<file path="config.mk">
export PLATFORM = sky130hd
export DESIGN_NAME = xdma_c2h_pkt_arbiter_flat
export DESIGN_NICKNAME = d
export VERILOG_FILES = /design/src/rtl/xdma_udp_pkg.sv /design/src/rtl/xdma_c2h_pkt_arbiter_if.sv /design/src/rtl/xdma_c2h_pkt_arbiter_skid.sv /design/src/rtl/xdma_c2h_pkt_arbiter.sv /design/src/flat_wrapper.sv
export SDC_FILE = /design/constraint.sdc
export NUM_CORES = 2
export LEC_CHECK = 0
export ABC_AREA = 1
export BUFFER_PORTS_ARGS = -buffer_cell sky130_fd_sc_hd__buf_2
export CAP_MARGIN = 10
export CORE_AREA = 8 8 699 701
export CTS_CLUSTER_SIZE = 12
export DETAILED_ROUTE_END_ITERATION = 8
export DIE_AREA = 0 0 707 709
export SYNTH_ARGS = -nofsm -noshare
export SYNTH_HDL_FRONTEND = slang
export SYNTH_SLANG_ARGS = --single-unit
</file>
<file path="constraint.sdc">
create_clock -name CLK -period 46.7 [get_ports CLK]
set_input_delay 2.335 -clock CLK [delete_from_list [all_inputs] [get_ports CLK]]
set_output_delay 2.335 -clock CLK [all_outputs]
set_load 0.02 [all_outputs]
</file>
<file path="src/rtl/xdma_udp_pkg.sv">
// Shared AXI-Stream beat layout, widths and arbitration helpers for the XDMA C2H path.
package xdma_udp_pkg;

  localparam int XDMA_AXIS_TDATA_WIDTH = 512;
  localparam int XDMA_AXIS_TKEEP_WIDTH = 64;
  localparam int XDMA_AXIS_TUSER_WIDTH = 1;

  typedef struct packed {
    logic [XDMA_AXIS_TDATA_WIDTH-1:0] tdata;
    logic [XDMA_AXIS_TKEEP_WIDTH-1:0] tkeep;
    logic [XDMA_AXIS_TUSER_WIDTH-1:0] tuser;
    logic                             tlast;
  } axis_beat_t;

  typedef enum logic [1:0] {
    ARB_IDLE   = 2'd0,
    ARB_GRANT0 = 2'd1,
    ARB_GRANT1 = 2'd2
  } arb_state_e;

  // One-hot winner; in round-robin the source that did not go last is favoured.
  function automatic logic [1:0] arb_pick(input logic [1:0] req,
                                          input logic       fixed_prio,
                                          input logic       last_grant);
    logic [1:0] win;
    win = 2'b00;
    if (fixed_prio || last_grant) begin
      if (req[0])      win = 2'b01;
      else if (req[1]) win = 2'b10;
    end else begin
      if (req[1])      win = 2'b10;
      else if (req[0]) win = 2'b01;
    end
    return win;
  endfunction

  function automatic arb_state_e arb_state_of(input logic [1:0] win);
    arb_state_e st;
    st = ARB_IDLE;
    if (win[0])      st = ARB_GRANT0;
    else if (win[1]) st = ARB_GRANT1;
    return st;
  endfunction

endpackage

</file>
<file path="src/rtl/xdma_c2h_pkt_arbiter_if.sv">
// AXI-Stream bundle used for both source ports and the C2H output of the packet arbiter.
interface xdma_c2h_pkt_arbiter_if
  import xdma_udp_pkg::*;
#(
  parameter int DATA_WIDTH = XDMA_AXIS_TDATA_WIDTH,
  parameter int KEEP_WIDTH = XDMA_AXIS_TKEEP_WIDTH,
  parameter int USER_WIDTH = XDMA_AXIS_TUSER_WIDTH
);
  logic                  tvalid;
  logic                  tready;
  logic [DATA_WIDTH-1:0] tdata;
  logic [KEEP_WIDTH-1:0] tkeep;
  logic [USER_WIDTH-1:0] tuser;
  logic                  tlast;

  modport master (output tvalid, tdata, tkeep, tuser, tlast, input tready);
  modport slave  (input tvalid, tdata, tkeep, tuser, tlast, output tready);
endinterface

</file>
<file path="src/rtl/xdma_c2h_pkt_arbiter_skid.sv">
// Two-entry skid buffer: registered valid/data/ready, one beat per cycle when unstalled.
module axis_skid_buffer #(
  parameter int WIDTH = 8
) (
  input  logic             clk,
  input  logic             srst,
  input  logic             in_valid,
  output logic             in_ready,
  input  logic [WIDTH-1:0] in_data,
  output logic             out_valid,
  input  logic             out_ready,
  output logic [WIDTH-1:0] out_data
);

  logic             out_valid_q, out_valid_d;
  logic [WIDTH-1:0] out_data_q, out_data_d;
  logic             skid_valid_q, skid_valid_d;
  logic [WIDTH-1:0] skid_data_q, skid_data_d;
  logic             in_fire;

  // Ready comes straight from a flop so it never depends on in_valid.
  assign in_ready  = !skid_valid_q;
  assign in_fire   = in_valid && in_ready;
  assign out_valid = out_valid_q;
  assign out_data  = out_data_q;

  always_comb begin
    out_valid_d  = out_valid_q;
    out_data_d   = out_data_q;
    skid_valid_d = skid_valid_q;
    skid_data_d  = skid_data_q;
    if (!out_valid_q || out_ready) begin
      if (skid_valid_q) begin
        out_valid_d  = 1'b1;
        out_data_d   = skid_data_q;
        skid_valid_d = 1'b0;
      end else begin
        out_valid_d = in_fire;
        if (in_fire) out_data_d = in_data;
      end
    end else if (in_fire) begin
      skid_valid_d = 1'b1;
      skid_data_d  = in_data;
    end
  end

  always_ff @(posedge clk) begin
    out_data_q  <= out_data_d;
    skid_data_q <= skid_data_d;
    if (srst) begin
      out_valid_q  <= 1'b0;
      skid_valid_q <= 1'b0;
    end else begin
      out_valid_q  <= out_valid_d;
      skid_valid_q <= skid_valid_d;
    end
  end

endmodule

</file>
<file path="src/rtl/xdma_c2h_pkt_arbiter.sv">
// Packet-level two-source arbiter onto the XDMA C2H stream; grant held from first beat to tlast.
module xdma_c2h_pkt_arbiter
  import xdma_udp_pkg::*;
#(
  parameter int DATA_WIDTH = XDMA_AXIS_TDATA_WIDTH,
  parameter int KEEP_WIDTH = XDMA_AXIS_TKEEP_WIDTH,
  parameter int USER_WIDTH = XDMA_AXIS_TUSER_WIDTH,
  parameter int CNT_WIDTH  = 32
) (
  input  logic                    CLK,
  input  logic                    RST,
  xdma_c2h_pkt_arbiter_if.slave   s0_axis,
  xdma_c2h_pkt_arbiter_if.slave   s1_axis,
  xdma_c2h_pkt_arbiter_if.master  m_axis,
  input  logic [1:0]              cfg_src_enable,
  input  logic                    cfg_fixed_prio,
  output logic [1:0]              grant_out,
  output logic [CNT_WIDTH-1:0]    pkt_cnt0,
  output logic [CNT_WIDTH-1:0]    pkt_cnt1
);

  localparam int BEAT_W = DATA_WIDTH + KEEP_WIDTH + USER_WIDTH + 1;

  arb_state_e           state_q, state_d;
  logic                 last_q, last_d;
  logic                 mid_q, mid_d;
  logic [CNT_WIDTH-1:0] pkt_cnt0_q, pkt_cnt0_d;
  logic [CNT_WIDTH-1:0] pkt_cnt1_q, pkt_cnt1_d;

  logic [1:0]           req;
  logic [BEAT_W-1:0]    s0_beat, s1_beat;
  logic                 skid_in_valid, skid_in_ready, skid_out_valid;
  logic [BEAT_W-1:0]    skid_in_data, skid_out_data;

  assign req     = {s1_axis.tvalid & cfg_src_enable[1], s0_axis.tvalid & cfg_src_enable[0]};
  assign s0_beat = {s0_axis.tdata, s0_axis.tkeep, s0_axis.tuser, s0_axis.tlast};
  assign s1_beat = {s1_axis.tdata, s1_axis.tkeep, s1_axis.tuser, s1_axis.tlast};

  // A grant with no beat taken yet is released as soon as its source stops
  // offering data, so a trailing tvalid at tlast cannot park the grant.
  always_comb begin
    state_d         = state_q;
    last_d          = last_q;
    mid_d           = mid_q;
    pkt_cnt0_d      = pkt_cnt0_q;
    pkt_cnt1_d      = pkt_cnt1_q;
    grant_out       = 2'b00;
    skid_in_valid   = 1'b0;
    skid_in_data    = s0_beat;
    s0_axis.tready  = 1'b0;
    s1_axis.tready  = 1'b0;
    case (state_q)
      ARB_IDLE: begin
        state_d = arb_state_of(arb_pick(req, cfg_fixed_prio, last_q));
      end
      ARB_GRANT0: begin
        grant_out      = 2'b01;
        s0_axis.tready = skid_in_ready;
        skid_in_valid  = s0_axis.tvalid;
        skid_in_data   = s0_beat;
        if (s0_axis.tvalid && skid_in_ready) begin
          if (s0_axis.tlast) begin
            pkt_cnt0_d = pkt_cnt0_q + CNT_WIDTH'(1);
            last_d     = 1'b0;
            mid_d      = 1'b0;
            state_d    = arb_state_of(arb_pick(req, cfg_fixed_prio, 1'b0));
          end else begin
            mid_d = 1'b1;
          end
        end else if (!mid_q && !s0_axis.tvalid) begin
          state_d = arb_state_of(arb_pick(req, cfg_fixed_prio, last_q));
        end
      end
      ARB_GRANT1: begin
        grant_out      = 2'b10;
        s1_axis.tready = skid_in_ready;
        skid_in_valid  = s1_axis.tvalid;
        skid_in_data   = s1_beat;
        if (s1_axis.tvalid && skid_in_ready) begin
          if (s1_axis.tlast) begin
            pkt_cnt1_d = pkt_cnt1_q + CNT_WIDTH'(1);
            last_d     = 1'b1;
            mid_d      = 1'b0;
            state_d    = arb_state_of(arb_pick(req, cfg_fixed_prio, 1'b1));
          end else begin
            mid_d = 1'b1;
          end
        end else if (!mid_q && !s1_axis.tvalid) begin
          state_d = arb_state_of(arb_pick(req, cfg_fixed_prio, last_q));
        end
      end
      default: state_d = ARB_IDLE;
    endcase
  end

  // last_q resets to src1 so the first round-robin decision favours src0.
  always_ff @(posedge CLK) begin
    if (RST) begin
      state_q    <= ARB_IDLE;
      last_q     <= 1'b1;
      mid_q      <= 1'b0;
      pkt_cnt0_q <= '0;
      pkt_cnt1_q <= '0;
    end else begin
      state_q    <= state_d;
      last_q     <= last_d;
      mid_q      <= mid_d;
      pkt_cnt0_q <= pkt_cnt0_d;
      pkt_cnt1_q <= pkt_cnt1_d;
    end
  end

  axis_skid_buffer #(.WIDTH(BEAT_W)) u_skid (
    .clk       (CLK),
    .srst      (RST),
    .in_valid  (skid_in_valid),
    .in_ready  (skid_in_ready),
    .in_data   (skid_in_data),
    .out_valid (skid_out_valid),
    .out_ready (m_axis.tready),
    .out_data  (skid_out_data)
  );

  assign m_axis.tvalid = skid_out_valid;
  assign {m_axis.tdata, m_axis.tkeep, m_axis.tuser, m_axis.tlast} = skid_out_data;
  assign pkt_cnt0 = pkt_cnt0_q;
  assign pkt_cnt1 = pkt_cnt1_q;

endmodule
</file>
<file path="src/flat_wrapper.sv">
// flat-port wrapper written by rule: the top's interface ports become plain ports
module xdma_c2h_pkt_arbiter_flat import xdma_udp_pkg::*;
#(
  parameter int DATA_WIDTH = XDMA_AXIS_TDATA_WIDTH,
  parameter int KEEP_WIDTH = XDMA_AXIS_TKEEP_WIDTH,
  parameter int USER_WIDTH = XDMA_AXIS_TUSER_WIDTH,
  parameter int CNT_WIDTH  = 32
)
  (CLK, RST, cfg_src_enable, cfg_fixed_prio, grant_out, pkt_cnt0, pkt_cnt1, s0_axis_tvalid, s0_axis_tdata, s0_axis_tkeep, s0_axis_tuser, s0_axis_tlast, s0_axis_tready, s1_axis_tvalid, s1_axis_tdata, s1_axis_tkeep, s1_axis_tuser, s1_axis_tlast, s1_axis_tready, m_axis_tvalid, m_axis_tdata, m_axis_tkeep, m_axis_tuser, m_axis_tlast, m_axis_tready);
  xdma_c2h_pkt_arbiter_if #(.DATA_WIDTH(DATA_WIDTH), .KEEP_WIDTH(KEEP_WIDTH), .USER_WIDTH(USER_WIDTH)) s0_axis_i ();
  xdma_c2h_pkt_arbiter_if #(.DATA_WIDTH(DATA_WIDTH), .KEEP_WIDTH(KEEP_WIDTH), .USER_WIDTH(USER_WIDTH)) s1_axis_i ();
  xdma_c2h_pkt_arbiter_if #(.DATA_WIDTH(DATA_WIDTH), .KEEP_WIDTH(KEEP_WIDTH), .USER_WIDTH(USER_WIDTH)) m_axis_i ();
  input  logic CLK;
  input  logic RST;
  input  logic [1:0] cfg_src_enable;
  input  logic cfg_fixed_prio;
  output logic [1:0] grant_out;
  output logic [CNT_WIDTH-1:0] pkt_cnt0;
  output logic [CNT_WIDTH-1:0] pkt_cnt1;
  input wire logic [$bits(s0_axis_i.tvalid)-1:0] s0_axis_tvalid;
  input wire logic [$bits(s0_axis_i.tdata)-1:0] s0_axis_tdata;
  input wire logic [$bits(s0_axis_i.tkeep)-1:0] s0_axis_tkeep;
  input wire logic [$bits(s0_axis_i.tuser)-1:0] s0_axis_tuser;
  input wire logic [$bits(s0_axis_i.tlast)-1:0] s0_axis_tlast;
  output wire logic [$bits(s0_axis_i.tready)-1:0] s0_axis_tready;
  input wire logic [$bits(s1_axis_i.tvalid)-1:0] s1_axis_tvalid;
  input wire logic [$bits(s1_axis_i.tdata)-1:0] s1_axis_tdata;
  input wire logic [$bits(s1_axis_i.tkeep)-1:0] s1_axis_tkeep;
  input wire logic [$bits(s1_axis_i.tuser)-1:0] s1_axis_tuser;
  input wire logic [$bits(s1_axis_i.tlast)-1:0] s1_axis_tlast;
  output wire logic [$bits(s1_axis_i.tready)-1:0] s1_axis_tready;
  output wire logic [$bits(m_axis_i.tvalid)-1:0] m_axis_tvalid;
  output wire logic [$bits(m_axis_i.tdata)-1:0] m_axis_tdata;
  output wire logic [$bits(m_axis_i.tkeep)-1:0] m_axis_tkeep;
  output wire logic [$bits(m_axis_i.tuser)-1:0] m_axis_tuser;
  output wire logic [$bits(m_axis_i.tlast)-1:0] m_axis_tlast;
  input wire logic [$bits(m_axis_i.tready)-1:0] m_axis_tready;
  assign s0_axis_i.tvalid = s0_axis_tvalid;
  assign s0_axis_i.tdata = s0_axis_tdata;
  assign s0_axis_i.tkeep = s0_axis_tkeep;
  assign s0_axis_i.tuser = s0_axis_tuser;
  assign s0_axis_i.tlast = s0_axis_tlast;
  assign s0_axis_tready = s0_axis_i.tready;
  assign s1_axis_i.tvalid = s1_axis_tvalid;
  assign s1_axis_i.tdata = s1_axis_tdata;
  assign s1_axis_i.tkeep = s1_axis_tkeep;
  assign s1_axis_i.tuser = s1_axis_tuser;
  assign s1_axis_i.tlast = s1_axis_tlast;
  assign s1_axis_tready = s1_axis_i.tready;
  assign m_axis_tvalid = m_axis_i.tvalid;
  assign m_axis_tdata = m_axis_i.tdata;
  assign m_axis_tkeep = m_axis_i.tkeep;
  assign m_axis_tuser = m_axis_i.tuser;
  assign m_axis_tlast = m_axis_i.tlast;
  assign m_axis_i.tready = m_axis_tready;
  xdma_c2h_pkt_arbiter #(.DATA_WIDTH(DATA_WIDTH), .KEEP_WIDTH(KEEP_WIDTH), .USER_WIDTH(USER_WIDTH), .CNT_WIDTH(CNT_WIDTH)) u_core (.CLK(CLK), .RST(RST), .s0_axis(s0_axis_i), .s1_axis(s1_axis_i), .m_axis(m_axis_i), .cfg_src_enable(cfg_src_enable), .cfg_fixed_prio(cfg_fixed_prio), .grant_out(grant_out), .pkt_cnt0(pkt_cnt0), .pkt_cnt1(pkt_cnt1));
endmodule
</file>
# Word level (Yosys, flattened, before mapping)
# Cells that the tools add are included.
# Widths: inputs -> output; s select.
# totals
register_bits,1226
inputBits,1164
output_inout_bits,647
word_cells,101
# op_classes
addsub,2
eq_ne,10
n_mux,54
bitwise,3
reduce_logical,23
# ops
cell,n
$mux 578,3
$mux 2,34
$add 32x1->32 const B,2
$mux 1,12
$reduce_and 3->1,3
$ne 3x1->1 const B,2
$ne 3x3->1 const B,2
$pmux 1 s2,3
$pmux 2 s3,1
$logic_and 1x1->1,5
$logic_not 1->1,5
$reduce_and 5->1,1
$ne 2x1->1 const B,2
$ne 2x2->1 const B,2
$pmux 2 s2,1
$reduce_and 2->1,2
$reduce_and 4->1,1
$reduce_bool 2->1,2
$and 1x1->1,2
$eq 2x1->1 const B,1
$eq 2x2->1 const B,1
$logic_not 2->1,1
$logic_or 1x1->1,2
$reduce_or 2->1,1
$not 1->1,1

# Logic depth before layout (Yosys ltp)
# logic_depth
depth_word,12
mapped_depth,13
ltp_nobuf,12

# Modules after synthesis
# Synthesis repeated with hierarchy kept, for this count alone.
# hier_totals
hier_cells,5498
hier_area_um2,53080.9
# modules_own_cells
module,instances,cells_each,area_each_um2,seq_area_each_um2
axis_skid_buffer,1,3032,42199.2,34753.3
xdma_c2h_pkt_arbiter,1,2466,10881.7,1361.3

# Least setup slack after synthesis
# No wires, ideal clock.
# synth_timing
path_type,input to register
start,input s1_axis_tvalid
end,register u_core.u_skid.out_data_q[0] (netlist: u_core.u_skid.out_data[0]) (enable)
setup_ns,1.534
arrival_time_ns,26.572
required_ns,45.166
setup_slack_ns,18.595
cell_stages,4
n_path_buf,0
cell_sequence,inv_1 o22ai_1 a21oi_1 nor2_1
# synth_via
elab_chain_cells,4
# synth_rtl
item,line,text
start: declaration,flat_wrapper.sv:26,input wire logic [$bits(s1_axis_i.tvalid)-1:0] s1_axis_tvalid;
$pmux 1 s2,xdma_c2h_pkt_arbiter.sv:52,case (state_q)
$logic_and 1x1->1,xdma_c2h_pkt_arbiter_skid.sv:23,assign in_fire = in_valid && in_ready;
$reduce_bool 2->1 (no source line),--,
$reduce_and 2->1 (no source line),--,
end signal: assignment,xdma_c2h_pkt_arbiter_skid.sv:48,out_data_q <= out_data_d;
end: declaration,xdma_c2h_pkt_arbiter_skid.sv:16,"logic [WIDTH-1:0] out_data_q, out_data_d;"
# Every way passes these cells.
# A chain may end at the register's enable or synchronous reset.

# Worst setup path after layout
# layout_timing
start,input s0_axis_tvalid
end,register u_core.u_skid.skid_data_q[411] (enable)
# layout_via
elab_chain_cells,3
# layout_rtl
item,line,text
start: declaration,flat_wrapper.sv:20,input wire logic [$bits(s0_axis_i.tvalid)-1:0] s0_axis_tvalid;
$pmux 1 s2,xdma_c2h_pkt_arbiter.sv:52,
$logic_and 1x1->1,xdma_c2h_pkt_arbiter_skid.sv:23,
$reduce_and 2->1 (no source line),--,
end signal: assignment,xdma_c2h_pkt_arbiter_skid.sv:49,skid_data_q <= skid_data_d;
end: declaration,xdma_c2h_pkt_arbiter_skid.sv:18,"logic [WIDTH-1:0] skid_data_q, skid_data_d;"
# Every way passes these cells.

==> metrics.md <==
| Metric | Value |
|---|---|
| Placer congestion estimate | about 1 |
| Worst path bufs/invs | 7 |
| Grt ovf | 0 |
| Post-CTS Hold Fix Bufs | 0 |
| Final setup fails | 0 |
| Max-Cap Viols | 0 |
| FP Rows | between 200 and 300 |
| Fmax | between 0.15 and 0.2 GHz |
| Dpl hpwl | ~350000 µm |
| Clock Latency Late Sink | between 0.8 and 0.9 ns |
| Period minus WS final | roughly 6.5 ns |
| Worst min path class | flip-flop to flip-flop |
| Worst slew pin tran | 1.07 ns |
| Synthesized cell area | about 52000 µm² |
| Worst setup SP type | primary input |
| Area of the multi-input gates | between 10000 and 15000 µm² |
| Commonest non-fill, non-tap cell in the layout | nand2_1 |
| Initial antenna violation count | about 450 |
| Drt drc | 0 |
| Die X | 707 µm |
| Post-Place Worst Slack | about 39 ns |
| Pre-antenna DRT Iters | 6 |
| Max-slew violations | 0 |
| Worst EP arrival | between 6 and 7 ns |
| Slowest cell on crit path | buf_4 |
| CP max stage delay | 0.77 ns |
| Final-layout fill cell count | around 54000 |
| # clock sinks | between 1000 and 1500 |
| Root buf cell | clkbuf_16 |
| Post-CTS sizing | 0 |
| Pleak | 29.2 nW |
| Max_slew headroom | 28.5% |
| FF+latch count, synth | between 1000 and 1500 |
| Synth Instances | 4931 |
| Ys async rst share | 0% |
| Largest net degree at the start of global routing | 147 |
| Clock slew at reported path FFs | 0.06 ns |
| Family with the most delay on the worst path | buffers and inverters |
| CP Max Fanout | 65 |
| RSZ-0062 raised after global routing | no |
| Post-synth top flop | edfxtp_1 |
| Share of layout cells above drive strength 1 | roughly 31% |
| Num CTS Buffers | around 150 |
| Failing checks | antenna violations |
| DIE AREA | 501000 µm² |
| Vias in the first global route | 44300 |
| Core Region | roughly 480000 µm² |
| # IOs | around 1800 |
| TritonCTS clock tree | done |
| Cells along the critical path | buf_2 > inv_1 > o22ai_1 > nand3_1 > nor2_4 > buf_4 > buf_4 > buf_4 > buf_4 > buf_4 |
| Total number of vias | around 49000 |
| Synth warn | 0 |
| Avg Cell Area, Syn | 10.6 µm² |
| Port Buffers | between 1500 and 2000 |
| GRT Util Overall | 15.5% |
| Per-cell routed wire length | roughly 30 µm |
| CP most frequent cell | buf_4 |
| First-pass GRT wire length | ~500000 µm |
| Syn-to-layout area delta | 42.6% |
| Final hold violation count | 0 |
| Tcrit/Tclk final | between 10 and 15% |
| Worst setup margin | ~40 ns |
| VDD IR-drop max | ~0.029 mV |
| Sequential cell area fraction in the yosys report | between 60% and 70% |
| Number of synthesized flops with an enable pin | approximately 1200 |
| Post-synth cell types | 35 |
| Power per standard cell area | around 36 nW/µm² |
| Register area | 36100 µm² |
| Starting Density | 10.9% |
| Total Nets Final | ~7900 |
| Crit Path Category | primary input to flip-flop |
| H-tree depth | 4 |
| Max clock buf depth | 4 |
| Iter 0 DRT Violations | 6829 |
| Status | finished, violations left |
| Routed Antenna Nets | 1 |
| Setup bufs post-CTS | 0 |
| Die Y | roughly 700 µm |
| Post-Route WL | ~400000 µm |
| Most frequent cells in the layout | nand2_1, buf_2, edfxtp_1 |
| Vias/cell | about 3.6 |
| Crit path capture type | flip-flop |
| Clock Skews | slightly above 0.07 ns |
| Post-route setup TNS | 0 ns |
| Synthesized Nets | 6101 |
| Req. time, crit path | around 47 ns |
-- worst register-to-register path, delay by kind of cell, from the launching register on --
kind / cells / cell delay, ns
buffers and inverters: 7 / 3.88
and+or+nand+nor: 2 / 0.57
adders and majority gates: 1 / 0.46
AOI/OAI and AO/OA: 1 / 0.42
DFF: 1 / 0.33
-- routing by layer --
layer	global-route usage [%]	routed length (µm)	vias to the layer above
li1	-	-	21100
met1	17.8	152000	23300
met2	23.8	181000	3075
met3	8.65	60400	919
met4	5.94	18300	196
met5	0	1310	-
-- Yosys cell counts (2+ instances only) --
cell | n | area share (%)
a21oi_1 | 34 | 0.33
a31oi_1 | 577 | 6.9
buf_1 | 11 | 0.079
buf_2 | 119 | 1.1
buf_4 | 5 | 0.072
clkbuf_1 | 133 | 0.96
dfxtp_1 | 70 | 2.7
edfxtp_1 | 1156 | 67
ha_1 | 6 | 0.14
inv_1 | 105 | 0.76
inv_2 | 2 | 0.014
nand2_1 | 1882 | 14
nand2_2 | 2 | 0.024
nand3_1 | 60 | 0.58
nand3_2 | 3 | 0.058
nand4_1 | 11 | 0.13
nor2_1 | 669 | 4.8
nor2_2 | 8 | 0.096
nor2_4 | 4 | 0.086
nor3_1 | 22 | 0.21
nor3_2 | 5 | 0.096
nor3b_1 | 3 | 0.043
o21a_1 | 4 | 0.058
o21ai_0 | 20 | 0.19
o21ai_1 | 4 | 0.038
o21bai_1 | 2 | 0.029
xor2_1 | 6 | 0.10
-- path summary, 6_finish.rpt --
check                                                 endpoint  slack [ns]               from  depth (start not counted)
worst min-delay path                              u_core.mid_q        0.47       u_core.mid_q                          1
worst max-delay path            u_core.u_skid.skid_data_q[411]       40.21     s0_axis_tvalid                         10
worst min register to register                    u_core.mid_q        0.47       u_core.mid_q                          1
worst max register to register  u_core.u_skid.skid_data_q[411]       40.52  u_core.state_q[0]                         11
-- through the flow --
stage | total power [mW] | hold WS (ns) | cells | util, % | instance area, µm²
floorplan | 1.37 | 0.430 | 4931 | - | 52100
global placement | 1.49 | 0.447 | 12900 | 14.4 | 68500
detailed placement | 1.49 | 0.457 | 12900 | 14.4 | 68500
CTS | 2.69 | 0.471 | 13200 | 15.4 | 73400
global route | 2.75 | 0.504 | 13300 | 15.4 | 73700
finish | 2.67 | 0.468 | 13600 | 15.6 | 74300
-- cell families after synthesis --
group                    Yosys count  synth area share, %
buffers and inverters            376                 3.05
flip-flops                      1226                 69.3
AO/OA/AOI/OAI                    643                 7.60
XOR/XNOR                           7                0.118
AND/OR/NAND/NOR                 2673                 19.8
adder cells (fa/ha/maj)            6                0.144
-- flip-flops by register name, summed over array words and instances, names as in the netlist --
signal / count
u_core.u_skid.out_data: 578
u_core.pkt_cnt0: 32
u_core.last_q: 1
u_core.mid_q: 1
u_core.pkt_cnt1: 32
u_core.u_skid.out_valid: 1
u_core.state_q: 2
u_core.u_skid.skid_data_q: 578
u_core.u_skid.skid_valid_q: 1
-- where the power goes --
part | total (mW) | internal, mW | leakage, nW | switching [mW]
Combinational | 0.239 | 0.0776 | 15.8 | 0.162
Sequential | 1.23 | 1.23 | 11.0 | 0.00447
Clock | 1.20 | 0.674 | 2.36 | 0.522
Total | 2.67 | 1.98 | 29.2 | 0.689
-- layout make-up --
| class | count | share of cell area [%] |
|---|---|---|
| sequential | 1226 | 48.6 |
| clock buffer | 189 | 5.46 |
| timing repair buffer | 1864 | 12.8 |
| tap | 6400 | 10.8 |
| inverter | 107 | 0.561 |
| clock inverter | 75 | 1.08 |
| multi-input combinational | 3329 | 19.4 |
| antenna | 384 | 1.29 |
(Power assumes the default switching activity.)
